<file path="src/rtl/dmem_access_ctrl_if.sv">
// Request/response and data-memory port bundle for the load/store initiator.
interface dmem_access_ctrl_if;
  // Request channel
  logic        req_valid;
  logic        req_ready;
  logic        req_write;
  logic [1:0]  req_size;
  logic        req_signed;
  logic [31:0] req_addr;
  logic [31:0] req_wdata;
  // Response channel
  logic        resp_valid;
  logic [31:0] resp_rdata;
  logic        resp_fault;
  // Word-indexed data memory port
  logic [31:0] mem_address;
  logic [31:0] mem_dataIn;
  logic [31:0] mem_dataOut;
  logic        mem_readmode;
  logic        mem_writemode;

  // Requester side: issues requests, consumes responses, and plays the memory.
  modport master (
    output req_valid, req_write, req_size, req_signed, req_addr, req_wdata, mem_dataOut,
    input  req_ready, resp_valid, resp_rdata, resp_fault,
    input  mem_address, mem_dataIn, mem_readmode, mem_writemode
  );

  // Controller side.
  modport slave (
    input  req_valid, req_write, req_size, req_signed, req_addr, req_wdata, mem_dataOut,
    output req_ready, resp_valid, resp_rdata, resp_fault,
    output mem_address, mem_dataIn, mem_readmode, mem_writemode
  );
endinterface

</file>
<file path="src/rtl/dmem_access_ctrl.sv">
// Load/store initiator for a word-indexed data memory: one byte/half/word request at a time,
// sub-word stores done as read-modify-write, big-endian lane extraction with optional sign
// extension, and fault detection (misalignment, bad size, out-of-range word index).
module dmem_access_ctrl #(
  parameter int unsigned MEM_WORDS = 512
) (
  input  logic             clk,
  input  logic             reset,
  dmem_access_ctrl_if.slave bus_io
);

  typedef enum logic [2:0] {StIdle, StRd, StCap, StWr, StResp} state_e;

  state_e      state_q, state_d;
  logic        accept;
  logic        req_fault;
  logic        write_q;
  logic [1:0]  size_q;
  logic        signed_q;
  logic [1:0]  off_q;
  logic [15:0] wdata_q;
  logic [31:0] rdata_q;
  logic        resp_fault_q;
  logic [31:0] mem_address_q;
  logic [31:0] data_in_q;
  logic [7:0]  lane_b;
  logic [15:0] lane_h;
  logic [31:0] load_val;
  logic [31:0] merged;

  assign accept = (state_q == StIdle) && bus_io.req_valid;

  // Reject a request at accept time so a faulting access never strobes the memory.
  always_comb begin
    req_fault = 1'b0;
    unique case (bus_io.req_size)
      2'b01:   req_fault = bus_io.req_addr[0];
      2'b10:   req_fault = (bus_io.req_addr[1:0] != 2'b00);
      2'b11:   req_fault = 1'b1;
      default: req_fault = 1'b0;
    endcase
    if ({2'b00, bus_io.req_addr[31:2]} >= MEM_WORDS) req_fault = 1'b1;
  end

  // State register.
  always_ff @(posedge clk) begin
    if (reset) state_q <= StIdle;
    else       state_q <= state_d;
  end

  // Next-state: loads and sub-word stores read first; word stores write directly.
  always_comb begin
    state_d = state_q;
    unique case (state_q)
      StIdle: begin
        if (accept) begin
          if (req_fault)                                           state_d = StResp;
          else if (bus_io.req_write && bus_io.req_size == 2'b10)   state_d = StWr;
          else                                                     state_d = StRd;
        end
      end
      StRd:    state_d = StCap;
      StCap:   state_d = write_q ? StWr : StResp;
      StWr:    state_d = StResp;
      StResp:  state_d = StIdle;
      default: state_d = StIdle;
    endcase
  end

  // Handshake and memory strobes decode straight from the state.
  always_comb begin
    bus_io.req_ready     = 1'b0;
    bus_io.mem_readmode  = 1'b0;
    bus_io.mem_writemode = 1'b0;
    bus_io.resp_valid    = 1'b0;
    unique case (state_q)
      StIdle:  bus_io.req_ready     = 1'b1;
      StRd:    bus_io.mem_readmode  = 1'b1;
      StWr:    bus_io.mem_writemode = 1'b1;
      StResp:  bus_io.resp_valid    = 1'b1;
      default: ;
    endcase
  end

  // Big-endian lane selection from the word read back during CAP.
  always_comb begin
    unique case (off_q)
      2'd0:    lane_b = bus_io.mem_dataOut[31:24];
      2'd1:    lane_b = bus_io.mem_dataOut[23:16];
      2'd2:    lane_b = bus_io.mem_dataOut[15:8];
      default: lane_b = bus_io.mem_dataOut[7:0];
    endcase
    lane_h = off_q[1] ? bus_io.mem_dataOut[15:0] : bus_io.mem_dataOut[31:16];
    unique case (size_q)
      2'b00:   load_val = {{24{signed_q & lane_b[7]}}, lane_b};
      2'b01:   load_val = {{16{signed_q & lane_h[15]}}, lane_h};
      default: load_val = bus_io.mem_dataOut;
    endcase
  end

  // Store merge: replace only the addressed lane, keep every other bit of the read word.
  always_comb begin
    merged = bus_io.mem_dataOut;
    if (size_q == 2'b00) begin
      unique case (off_q)
        2'd0:    merged[31:24] = wdata_q[7:0];
        2'd1:    merged[23:16] = wdata_q[7:0];
        2'd2:    merged[15:8]  = wdata_q[7:0];
        default: merged[7:0]   = wdata_q[7:0];
      endcase
    end else if (off_q[1]) begin
      merged[15:0] = wdata_q;
    end else begin
      merged[31:16] = wdata_q;
    end
  end

  // Request capture, memory port registers and response registers.
  // Response registers only change on entry to RESP so they hold between responses.
  always_ff @(posedge clk) begin
    if (reset) begin
      write_q       <= 1'b0;
      size_q        <= 2'b00;
      signed_q      <= 1'b0;
      off_q         <= 2'b00;
      wdata_q       <= '0;
      rdata_q       <= '0;
      resp_fault_q  <= 1'b0;
      mem_address_q <= '0;
      data_in_q     <= '0;
    end else begin
      unique case (state_q)
        StIdle: begin
          if (accept) begin
            write_q       <= bus_io.req_write;
            size_q        <= bus_io.req_size;
            signed_q      <= bus_io.req_signed;
            off_q         <= bus_io.req_addr[1:0];
            wdata_q       <= bus_io.req_wdata[15:0];
            mem_address_q <= {2'b00, bus_io.req_addr[31:2]};
            if (req_fault) begin
              rdata_q      <= '0;
              resp_fault_q <= 1'b1;
            end else if (bus_io.req_write && bus_io.req_size == 2'b10) begin
              data_in_q <= bus_io.req_wdata;
            end
          end
        end
        StCap: begin
          if (write_q) begin
            data_in_q <= merged;
          end else begin
            rdata_q      <= load_val;
            resp_fault_q <= 1'b0;
          end
        end
        StWr: begin
          rdata_q      <= '0;
          resp_fault_q <= 1'b0;
        end
        default: ;
      endcase
    end
  end

  assign bus_io.resp_rdata  = rdata_q;
  assign bus_io.resp_fault  = resp_fault_q;
  assign bus_io.mem_address = mem_address_q;
  assign bus_io.mem_dataIn  = data_in_q;

endmodule

</file>
<file path="src/flat_wrapper.sv">
// flat-port wrapper written by rule: the top's interface ports become plain ports
module dmem_access_ctrl_flat 
#(
  parameter int unsigned MEM_WORDS = 512
)
  (clk, reset, bus_io_req_valid, bus_io_req_write, bus_io_req_size, bus_io_req_signed, bus_io_req_addr, bus_io_req_wdata, bus_io_mem_dataOut, bus_io_req_ready, bus_io_resp_valid, bus_io_resp_rdata, bus_io_resp_fault, bus_io_mem_address, bus_io_mem_dataIn, bus_io_mem_readmode, bus_io_mem_writemode);
  dmem_access_ctrl_if bus_io_i ();
  input  logic clk;
  input  logic reset;
  input wire logic [$bits(bus_io_i.req_valid)-1:0] bus_io_req_valid;
  input wire logic [$bits(bus_io_i.req_write)-1:0] bus_io_req_write;
  input wire logic [$bits(bus_io_i.req_size)-1:0] bus_io_req_size;
  input wire logic [$bits(bus_io_i.req_signed)-1:0] bus_io_req_signed;
  input wire logic [$bits(bus_io_i.req_addr)-1:0] bus_io_req_addr;
  input wire logic [$bits(bus_io_i.req_wdata)-1:0] bus_io_req_wdata;
  input wire logic [$bits(bus_io_i.mem_dataOut)-1:0] bus_io_mem_dataOut;
  output wire logic [$bits(bus_io_i.req_ready)-1:0] bus_io_req_ready;
  output wire logic [$bits(bus_io_i.resp_valid)-1:0] bus_io_resp_valid;
  output wire logic [$bits(bus_io_i.resp_rdata)-1:0] bus_io_resp_rdata;
  output wire logic [$bits(bus_io_i.resp_fault)-1:0] bus_io_resp_fault;
  output wire logic [$bits(bus_io_i.mem_address)-1:0] bus_io_mem_address;
  output wire logic [$bits(bus_io_i.mem_dataIn)-1:0] bus_io_mem_dataIn;
  output wire logic [$bits(bus_io_i.mem_readmode)-1:0] bus_io_mem_readmode;
  output wire logic [$bits(bus_io_i.mem_writemode)-1:0] bus_io_mem_writemode;
  assign bus_io_i.req_valid = bus_io_req_valid;
  assign bus_io_i.req_write = bus_io_req_write;
  assign bus_io_i.req_size = bus_io_req_size;
  assign bus_io_i.req_signed = bus_io_req_signed;
  assign bus_io_i.req_addr = bus_io_req_addr;
  assign bus_io_i.req_wdata = bus_io_req_wdata;
  assign bus_io_i.mem_dataOut = bus_io_mem_dataOut;
  assign bus_io_req_ready = bus_io_i.req_ready;
  assign bus_io_resp_valid = bus_io_i.resp_valid;
  assign bus_io_resp_rdata = bus_io_i.resp_rdata;
  assign bus_io_resp_fault = bus_io_i.resp_fault;
  assign bus_io_mem_address = bus_io_i.mem_address;
  assign bus_io_mem_dataIn = bus_io_i.mem_dataIn;
  assign bus_io_mem_readmode = bus_io_i.mem_readmode;
  assign bus_io_mem_writemode = bus_io_i.mem_writemode;
  dmem_access_ctrl #(.MEM_WORDS(MEM_WORDS)) u_core (.clk(clk), .reset(reset), .bus_io(bus_io_i));
endmodule
</file>
<file path="config.mk">
export PLATFORM = sky130hd
export DESIGN_NAME = dmem_access_ctrl_flat
export DESIGN_NICKNAME = d
export VERILOG_FILES = /design/src/rtl/dmem_access_ctrl_if.sv /design/src/rtl/dmem_access_ctrl.sv /design/src/flat_wrapper.sv
export SDC_FILE = /design/constraint.sdc
export NUM_CORES = 1
export LEC_CHECK = 0
export ABC_AREA = 0
export CELL_PAD_IN_SITES_DETAIL_PLACEMENT = 1
export CELL_PAD_IN_SITES_GLOBAL_PLACEMENT = 1
export CORE_MARGIN = 2
export CORE_UTILIZATION = 30
export CTS_CLUSTER_DIAMETER = 150
export DETAILED_ROUTE_END_ITERATION = 7
export GPL_TIMING_DRIVEN = 0
export PLACE_DENSITY_LB_ADDON = 0.1
export SYNTH_ARGS = -nofsm -noshare
export SYNTH_HDL_FRONTEND = slang
export SYNTH_SLANG_ARGS = --single-unit
</file>
<file path="constraint.sdc">
create_clock -name clk -period 1.9 [get_ports clk]
set_input_delay 0.285 -clock clk [delete_from_list [all_inputs] [get_ports clk]]
set_output_delay 0.285 -clock clk [all_outputs]
set_load 0.03 [all_outputs]
</file>
==> results, run 1 <==
- Summed over all layers, the routed wires come to ~26 mm.
- The source-to-sink clock delay at the later pin of the worst-skew pair is around 0.42 ns.
- For the worst setup path, the data required time is roughly 2.2 ns.
- The region available for standard cell placement spans between 20,000 and 25,000 µm².
- Clock tree synthesis selected as its root buffer the cell sky130_fd_sc_hd__clkbuf_16.
- The classification of the worst-slack hold path is in -> reg.
- The die outline height is about 150 µm.
- The total track usage is 23.1%.
- The average vias per placed instance is 5.13.
- For this design, the CTS-stage hold fixing added 0 buffers.
- TritonCTS built the clock tree.
- The number of antenna violations at the first check in global routing is 2.
- The initial utilization of the core area, before any placement, comes to between 30% and 40%.
- The fraction of synthesized cell area in xor and xnor cells is 0%.
- The synthesized netlist devotes roughly 22% of its cell area to simple gates.
- The number of nets with antenna violations after detailed routing is 0.
- The number of enable-type register cells in the synthesized netlist is 0.
- The number of rows created at floorplan is 52.
- The kind of start point of the critical path is a flip-flop.
- The largest family of logic cells by synthesized area is simple AND/OR/NAND/NOR gates.
- The final net count is 1,104.
- The maximum root-to-sink buffer count is 2.
- Clock skew on the completed layout was measured at between 0.007 and 0.008 ns.
- The flow ran to the end, and the final reports show no timing, DRC or antenna violations.
- Total power for the finished layout comes to around 7.1 mW.
- The synthesized netlist devotes about a fifth of its cell area to compound gates.
- Before antenna repair, the detailed router went through 5 iterations.
- The synthesized design contains 120 register bits.
- The met3 wire length is just under 2 mm.
- The post-synthesis average cell area is 8.11 µm².
- The finished cells cover 9630 µm².
- 0 antenna diodes ended up in the layout.
- The post-route met1 wirelength is roughly 12 mm.
- The fraction of final layout cells sized beyond drive strength 1 is between 15 and 20%.
- For this run, asynchronously set or reset flops after synthesis account for 0%.
- The placed instances occupy a cell area of 8540 µm².
- The final route contains around 6,600 vias.
- The power per cell area is 736 nW/µm².
- The total overflow left after global routing is 0.
- STA puts the critical path data arrival time at 2.18 ns.
- The count of final max-slew check failures is 0.
- The adder and majority gate portion of the synthesized area is 0%.
- For this run, the number of Yosys warnings is 0.
- The die is 148 µm wide.
- just over 200 I/O pins were placed.
- Routability-driven placement finished with a final weighted congestion of 0.838.
- Buffers inserted during clock tree synthesis total 17.
- The number of levels the H-tree was split into is 4.
- The via count of the first global-routing pass is 6,708.
- The number of distinct library cells after synthesis is 46.
- The highest signal layer in the routed design is met5.
- The number of I/O port buffers is 200.
- The final core utilization is roughly 48%.
- The area growth from synthesis to layout is 55.6%.
- The time the worst path needs with I/O delays and setup is 1.87 ns.
- The share of the clock period used by the worst path is a little over nine tenths.
- The cell count after synthesis is 763.
- The number of violations reported at the end of detailed-routing iteration 0 is approximately 380.
- The multiplexer share of the synthesized area is between 10% and 20%.
- VDD sags by at most ~560 µV.
- The analysis attributes to cell leakage a power of between 3 and 4 nW.
- At the pin with the least slew margin, the transition time is around 0.65 ns.
- For this run, the leading register cell type out of synthesis is sky130_fd_sc_hd__dfxtp_1.
- The final number of hold-violating endpoints is 0.
- Based on the critical path, the design can be clocked at up to between 500 and 600 MHz.
- Setup violations remaining at the end of the flow were counted as 0.
- CTS saw 120 sinks.
- Summed over all nets, wire length on met2 after detailed routing comes to between 10 and 15 mm.
- The count of maximum capacitance violations is 0.
- For this run, design rule violations remaining after detail routing come to 0.
- Measured against its own limit, the worst slew margin works out to between 50% and 60%.
- The final hold slack is 0.160 ns.
- The minimum setup slack after placement is -0.749 ns.
- After detailed routing, the average wire length per cell comes to between 20 and 25 µm.
- Of the synthesized area, sequential elements account for between 30% and 40%.
- The maximum fanout count along the critical path is 8.
- Clock-pin slew was measured on the worst setup and hold paths at roughly 0.06 ns.
- Setup repair after global routing could not meet its margin everywhere.
- The first global-routing pass estimated roughly 39 mm of wire.
- The detailed placement HPWL is 18.9 mm.
- The synthesized netlist occupies a cell area of between 6000 and 7000 µm².
- After layout, the worst setup slack is ~0.027 ns.
- The endpoint type of the worst setup path is a flip-flop.
- The die covers approximately 22,000 µm².
- The pin count of the biggest net entering global routing is 17.
- The critical path start-end classification is reg -> reg.
synth_stat cells, types with 2 or more instances:
| library cell | number | area, µm² |
|---|---|---|
| sky130_fd_sc_hd__nand2_1 | 181 | 679 |
| sky130_fd_sc_hd__dfxtp_1 | 120 | 2400 |
| sky130_fd_sc_hd__a21oi_1 | 72 | 360 |
| sky130_fd_sc_hd__o21ai_0 | 64 | 320 |
| sky130_fd_sc_hd__clkbuf_1 | 48 | 180 |
| sky130_fd_sc_hd__mux2i_1 | 48 | 480 |
| sky130_fd_sc_hd__nand4_1 | 26 | 163 |
| sky130_fd_sc_hd__mux2_2 | 25 | 282 |
| sky130_fd_sc_hd__and2_1 | 19 | 119 |
| sky130_fd_sc_hd__nor2b_1 | 18 | 113 |
| sky130_fd_sc_hd__a31o_2 | 15 | 131 |
| sky130_fd_sc_hd__o31ai_1 | 15 | 113 |
| sky130_fd_sc_hd__a221oi_1 | 9 | 78.8 |
| sky130_fd_sc_hd__a31o_1 | 9 | 78.8 |
| sky130_fd_sc_hd__o21a_1 | 9 | 67.6 |
| sky130_fd_sc_hd__buf_2 | 8 | 40.0 |
| sky130_fd_sc_hd__nor2_1 | 8 | 30.0 |
| sky130_fd_sc_hd__or3_1 | 8 | 50.1 |
| sky130_fd_sc_hd__buf_4 | 7 | 52.6 |
| sky130_fd_sc_hd__o221ai_1 | 7 | 61.3 |
| sky130_fd_sc_hd__buf_6 | 6 | 67.6 |
| sky130_fd_sc_hd__nand2b_1 | 5 | 31.3 |
| sky130_fd_sc_hd__inv_1 | 4 | 15.0 |
| sky130_fd_sc_hd__nor3_1 | 4 | 20.0 |
| sky130_fd_sc_hd__nor4_1 | 4 | 25.0 |
| sky130_fd_sc_hd__and3_1 | 3 | 18.8 |
| sky130_fd_sc_hd__o31ai_2 | 2 | 25.0 |
per-stage QoR:
| step | TNS, ns | instances |
|---|---|---|
| 3_3_place_gp | -42.68 | 1234 |
| 2_1_floorplan | 0 | 764 |
| 6_report | 0 | 1282 |
| 3_5_place_dp | -39.95 | 1234 |
| 5_1_grt | -0.196 | 1282 |
| 4_1_cts | -0.0350 | 1278 |
state kept, by name, indices dropped and copies added (netlist names):
| register | cells |
|---|---|
| u_core.bus_io.mem_dataIn | 32 |
| u_core.bus_io.resp_rdata | 32 |
| u_core.bus_io.mem_address | 30 |
| u_core.wdata_q | 16 |
| u_core.state_q | 3 |
| u_core.off_q | 2 |
| u_core.size_q | 2 |
| u_core.bus_io.resp_fault | 1 |
| u_core.signed_q | 1 |
| u_core.write_q | 1 |
final cells by class:
cell class | count | area, µm²
plain buffers | 64 | 404
clock buffers | 22 | 494
clock inverters | 8 | 95.1
fillers | 2389 | 10600
inverters | 4 | 15.0
multi-input cells | 570 | 3590
flip-flops and latches | 120 | 2410
well taps | 270 | 338
repair buffers | 224 | 2280
critical path: stages, from the launching register on:
cell and delay, ns:
sky130_fd_sc_hd__dfxtp_4 0.38, sky130_fd_sc_hd__nor3_4 0.23, sky130_fd_sc_hd__and2_4 0.17, sky130_fd_sc_hd__buf_6 0.11, sky130_fd_sc_hd__buf_6 0.11, sky130_fd_sc_hd__and3_4 0.19, sky130_fd_sc_hd__a22oi_4 0.06, sky130_fd_sc_hd__buf_12 0.16
sky130_fd_sc_hd__buf_6 0.12, sky130_fd_sc_hd__buf_16 0.13, sky130_fd_sc_hd__mux2i_1 0.11
power breakdown:
part	internal, mW	switching [mW]	total [mW]
logic	0.525	0.642	1.17
registers	2.59	0.0699	2.66
clock network	2.08	1.18	3.26
total	5.19	1.89	7.08
cell usage in the layout, fill, tap and decap left out, types with 8 or more instances in the layout:
master,n
sky130_fd_sc_hd__clkbuf_1,30
sky130_fd_sc_hd__and2_1,17
sky130_fd_sc_hd__a31o_1,9
sky130_fd_sc_hd__a31o_2,15
sky130_fd_sc_hd__dfxtp_1,115
sky130_fd_sc_hd__o21ai_1,8
sky130_fd_sc_hd__buf_6,11
sky130_fd_sc_hd__o21ai_0,56
sky130_fd_sc_hd__dlymetal6s2s_1,8
sky130_fd_sc_hd__clkdlybuf4s50_1,188
sky130_fd_sc_hd__clkbuf_16,19
sky130_fd_sc_hd__o31ai_1,9
sky130_fd_sc_hd__or3_1,8
sky130_fd_sc_hd__buf_4,19
sky130_fd_sc_hd__nand4_1,26
sky130_fd_sc_hd__nor2b_1,18
sky130_fd_sc_hd__mux2i_1,48
sky130_fd_sc_hd__a21oi_1,71
sky130_fd_sc_hd__mux2_2,25
sky130_fd_sc_hd__o21a_1,9
sky130_fd_sc_hd__nand2_1,181
sky130_fd_sc_hd__clkbuf_2,13
cells by family after synthesis:
family | after synthesis
buffers and inverters | 74
DFF | 120
AOI/OAI and AO/OA | 208
muxes | 73
and+or+nand+nor | 287
other | 1
final timing paths:
| path | from | slack (ns) | depth (start not counted) | endpoint |
|---|---|---|---|---|
| min | bus_io_req_addr[27] | 0.16 | 3 | u_core.bus_io.mem_address[25] |
| max reg2reg | u_core.state_q[0] | 0.03 | 10 | u_core.bus_io.mem_dataIn[23] |
| min reg2reg | u_core.bus_io.mem_address[15] | 0.45 | 2 | u_core.bus_io.mem_address[15] |
| max | u_core.state_q[0] | 0.03 | 10 | u_core.bus_io.mem_dataIn[23] |
per-layer routing:
metal	global-route usage [%]	up-vias
met5	0	-
met4	6.54	2
met3	5.99	22
met2	36.6	235
met1	31.2	3140
li1	-	3179
what timing repair did:
item,in CTS,in global routing
gates cloned,1,2
pin swaps,9,13
endpoints found under the setup margin,70,85
gates resized for setup,50,61
buffers inserted,14,7
(Power assumes the default switching activity.)
==> inputs of run 2 (changes only) <==
--- a/config.mk
+++ b/config.mk
@@ -13,7 +13,9 @@
 export CTS_CLUSTER_DIAMETER = 150
 export DETAILED_ROUTE_END_ITERATION = 7
 export GPL_TIMING_DRIVEN = 0
+export MAX_ROUTING_LAYER = met4
 export PLACE_DENSITY_LB_ADDON = 0.1
+export SLEW_MARGIN = 20
 export SYNTH_ARGS = -nofsm -noshare
 export SYNTH_HDL_FRONTEND = slang
 export SYNTH_SLANG_ARGS = --single-unit
==> run 2 against run 1 <==
Combinational power about the same. Sequential power about the same. Maximum frequency decreased by 0.41%. Setup slack got worse by 0.0078 ns. Sequential share of layout area about the same. Via count increased by 0.43%. Cell area about the same. Clock power about the same. Largest power group unchanged.
==> results, run 2 (synthesis gave the netlist of run 1 again) <==
- Run status: finished, final reports clean (unchanged).
- The final hold slack was 0.161 ns (was 0.160 ns).
- The peak ir drop on the vdd network was 562 µV (was 564 µV).
- The die outline area is 21,800 µm² (unchanged).
- The number of cells on the worst reg-to-reg path is 10 (unchanged).
- The DRC violations left is 0 (unchanged).
- The number of buffers added by the clock tree synthesis step is 17 (unchanged).
- The number of levels the H-tree was split into is 4 (unchanged).
- The number of optimization iterations in the first detailed-route pass came to 5 (unchanged).
- The power after layout was 7.09 mW (was 7.08 mW).
- The proportion of total power due to net switching came to 26.8% (was 26.7%).
- The final routed wire length divided by cell count is 20.1 µm (about the same).
- The share of the clock period used by the worst path is 99.0% (was 98.6%).
- The final clock skew is 0.00831 ns (was 0.00748 ns).
- The clock tree from TritonCTS is yes (unchanged).
- The via count of the first global-routing pass is 6,731 (was 6,708).
- The kind of start point of the critical path is a flip-flop (unchanged).
- The share of power burned in registers was 37.5% (about the same).
- The share of power burned in the clock network is 46.1% (was 46.0%).
- The clock transition time at the flip-flop clock pins of the worst setup and hold paths came to 0.06 ns (about the same).
- The destination of the worst register-to-register timing path is u_core.bus_io.mem_dataIn[23] (unchanged).
- The actual transition at the worst max-transition pin is 0.652 ns (about the same).
- The total track usage is 23.8% (was 23.1%).
- The leading cell type in the layout, fill and taps excluded is sky130_fd_sc_hd__clkdlybuf4s50_1 (unchanged).
- The startpoint of the worst register-to-register path is u_core.state_q[0] (unchanged).
- The cell count after placement is 1,234 (unchanged).
- The boundary pin count is 204 (unchanged).
- The die outline height is 148 µm (unchanged).
- The number of violations reported at the end of detailed-routing iteration 0 is 390 (was 379).
- The number of setup violations in the final report is 0 (unchanged).
- The capturing instance or port of the critical path is u_core.bus_io.mem_dataIn[23] (unchanged).
- RSZ-0062 raised after global routing: true (unchanged).
- The maximum fanout count along the critical path is 8 (unchanged).
- The overflow left after global routing is 0 (unchanged).
- The number of hold-repair buffers added at the cts stage is 0 (unchanged).
- The switching power was 1.90 mW (was 1.89 mW).
- The endpoint type of the worst setup path is a flip-flop (unchanged).
- The source-to-sink clock delay at the later pin of the worst-skew pair is 0.42 ns (about the same).
- Commonest cells after routing, fill and taps aside: sky130_fd_sc_hd__clkdlybuf4s50_1 (188), sky130_fd_sc_hd__nand2_1 (181), sky130_fd_sc_hd__dfxtp_1 (115) (unchanged).
- The wire length after detailed routing is 25.8 mm (was 25.7 mm).
- The time the worst path needs with I/O delays and setup was 1.88 ns (was 1.87 ns).
- The critical path start-end classification is reg -> reg (unchanged).
- The count of maximum capacitance violations is 0 (unchanged).
- The area of the core came to 20,200 µm² (unchanged).
- The clock sink count came to 120 (unchanged).
- The number of rows created at floorplan is 52 (unchanged).
- The timing-limited maximum frequency is 532 MHz (was 534 MHz).
- The number of nets with antenna violations after detailed routing is 0 (unchanged).
- The fraction of final layout cells sized beyond drive strength 1 was 16.4% (was 16.5%).
- The count of fill cells added during filler insertion came to 2,389 (unchanged).
- The internal portion of total power is 5.19 mW (about the same).
- The growth of design area from synthesis to finish is 55.7% (was 55.6%).
- The width of the die came to 148 µm (unchanged).
- The critical path data arrival time is 2.19 ns (was 2.18 ns).
- The final instance count without filler cells came to 1,285 (was 1,282).
- The total via count in the routed design is 6,606 (was 6,578).
- The average vias per placed instance is 5.14 (was 5.13).
- The flop-to-flop setup slack was 0.02 ns (was 0.03 ns).
- The maximum root-to-sink buffer count is 2 (unchanged).
- The total cell area at the placement stage is 8540 µm² (unchanged).
- The detailed placement HPWL came to 18.9 mm (unchanged).
- The count of final max-slew check failures is 0 (unchanged).
- The number of antenna violations at the first check in global routing is 2 (unchanged).
- The final net count came to 1,104 (unchanged).
- The data required time at the worst endpoint is 2.21 ns (was 2.20 ns).
- The classification of the worst-slack hold path is in -> reg (unchanged).
- The buffer cell driving the clock tree root is sky130_fd_sc_hd__clkbuf_16 (unchanged).
- The pin count of the biggest net entering global routing is 17 (unchanged).
- The power per cell area is 736 nW/µm² (about the same).
- The initial cell density of the core came to 30.6% (unchanged).
- The remaining max-slew budget at the tightest pin was 56.6% (was 56.5%).
- The total leakage power is 3.81 nW (was 3.82 nW).
- The power share of the combinational group is 16.5% (about the same).
- The startpoint of the worst setup timing path is u_core.state_q[0] (unchanged).
- The final cell area excluding filler cells was 9640 µm² (was 9630 µm²).
- The first-pass GRT wire length came to 38.6 mm (was 38.7 mm).
- The number of I/O port buffers was 200 (unchanged).
- The final number of hold-violating endpoints came to 0 (unchanged).
- The routability-driven placement congestion ratio came to 0.850 (was 0.838).
-- run 2: worst max-delay path: stages, from the launching register on --
cell and delay, ns:
sky130_fd_sc_hd__dfxtp_4 0.38, sky130_fd_sc_hd__nor3_4 0.23, sky130_fd_sc_hd__and2_4 0.17, sky130_fd_sc_hd__buf_6 0.11, sky130_fd_sc_hd__buf_6 0.11, sky130_fd_sc_hd__and3_4 0.19, sky130_fd_sc_hd__a22oi_4 0.06, sky130_fd_sc_hd__buf_12 0.16
sky130_fd_sc_hd__buf_6 0.12, sky130_fd_sc_hd__buf_16 0.13, sky130_fd_sc_hd__mux2i_1 0.11
-- run 2: power by group through the flow --
stage          clock, mW  sequential (mW)  combinational [mW]
5_1_grt             3.45             2.66                1.25
4_1_cts             3.32             2.65                1.13
3_5_place_dp           0             2.70                1.09
2_1_floorplan          0             2.76               0.490
3_3_place_gp           0             2.70                1.09
6_report            3.27             2.66                1.17
-- run 2: layout make-up --
cell class,count,area (µm²),area share [%]
multi-input combinational,570,3590,37.3
timing repair buffer,224,2280,23.7
antenna,3,7.51,0.0779
sequential,120,2410,25.0
tap,270,338,3.51
clock inverter,8,95.1,0.987
buffer,64,403,4.18
inverter,4,15.0,0.156
clock buffer,22,494,5.13
-- run 2: worst min-delay path by stage --
| stage | from | endpoint | slack, ns | depth (start not counted) |
|---|---|---|---|---|
| floorplan | bus_io_req_wdata[10] | u_core.wdata_q[10] | 0.42 | 2 |
| global placement | u_core.bus_io.mem_address[12] | u_core.bus_io.mem_address[12] | 0.44 | 2 |
| detailed placement | u_core.bus_io.mem_address[15] | u_core.bus_io.mem_address[15] | 0.45 | 2 |
| CTS | reset | u_core.bus_io.mem_address[13] | 0.37 | 2 |
| global route | bus_io_req_addr[27] | u_core.bus_io.mem_address[25] | 0.17 | 3 |
| finish | bus_io_req_addr[27] | u_core.bus_io.mem_address[25] | 0.16 | 3 |
-- run 2: repair_timing --
item | CTS | global route
endpoints found under the setup margin | 70 | 85
pin swaps | 9 | 13
buffers inserted | 14 | 7
gates cloned | 1 | 2
gates resized for setup | 50 | 60
-- run 2: per-layer routing --
| layer | track usage, % | vias to the layer above | routed length, µm |
|---|---|---|---|
| met4 | 6.54 | 0 | 406 |
| met1 | 31.7 | 3151 | 12100 |
| li1 | - | 3179 | - |
| met2 | 36.6 | 247 | 11700 |
| met3 | 5.12 | 29 | 1630 |
| met5 | - | - | 0 |
-- run 2: stage by stage --
stage	setup slack, ns	util, %	TNS [ns]
after floorplan	0.00307	-	0
after global placement	-0.764	42.2	-42.68
after detailed placement	-0.749	42.2	-39.95
after CTS	-0.0188	46.4	-0.0350
after global routing	-0.0324	47.6	-0.276
final	0.0195	47.6	0
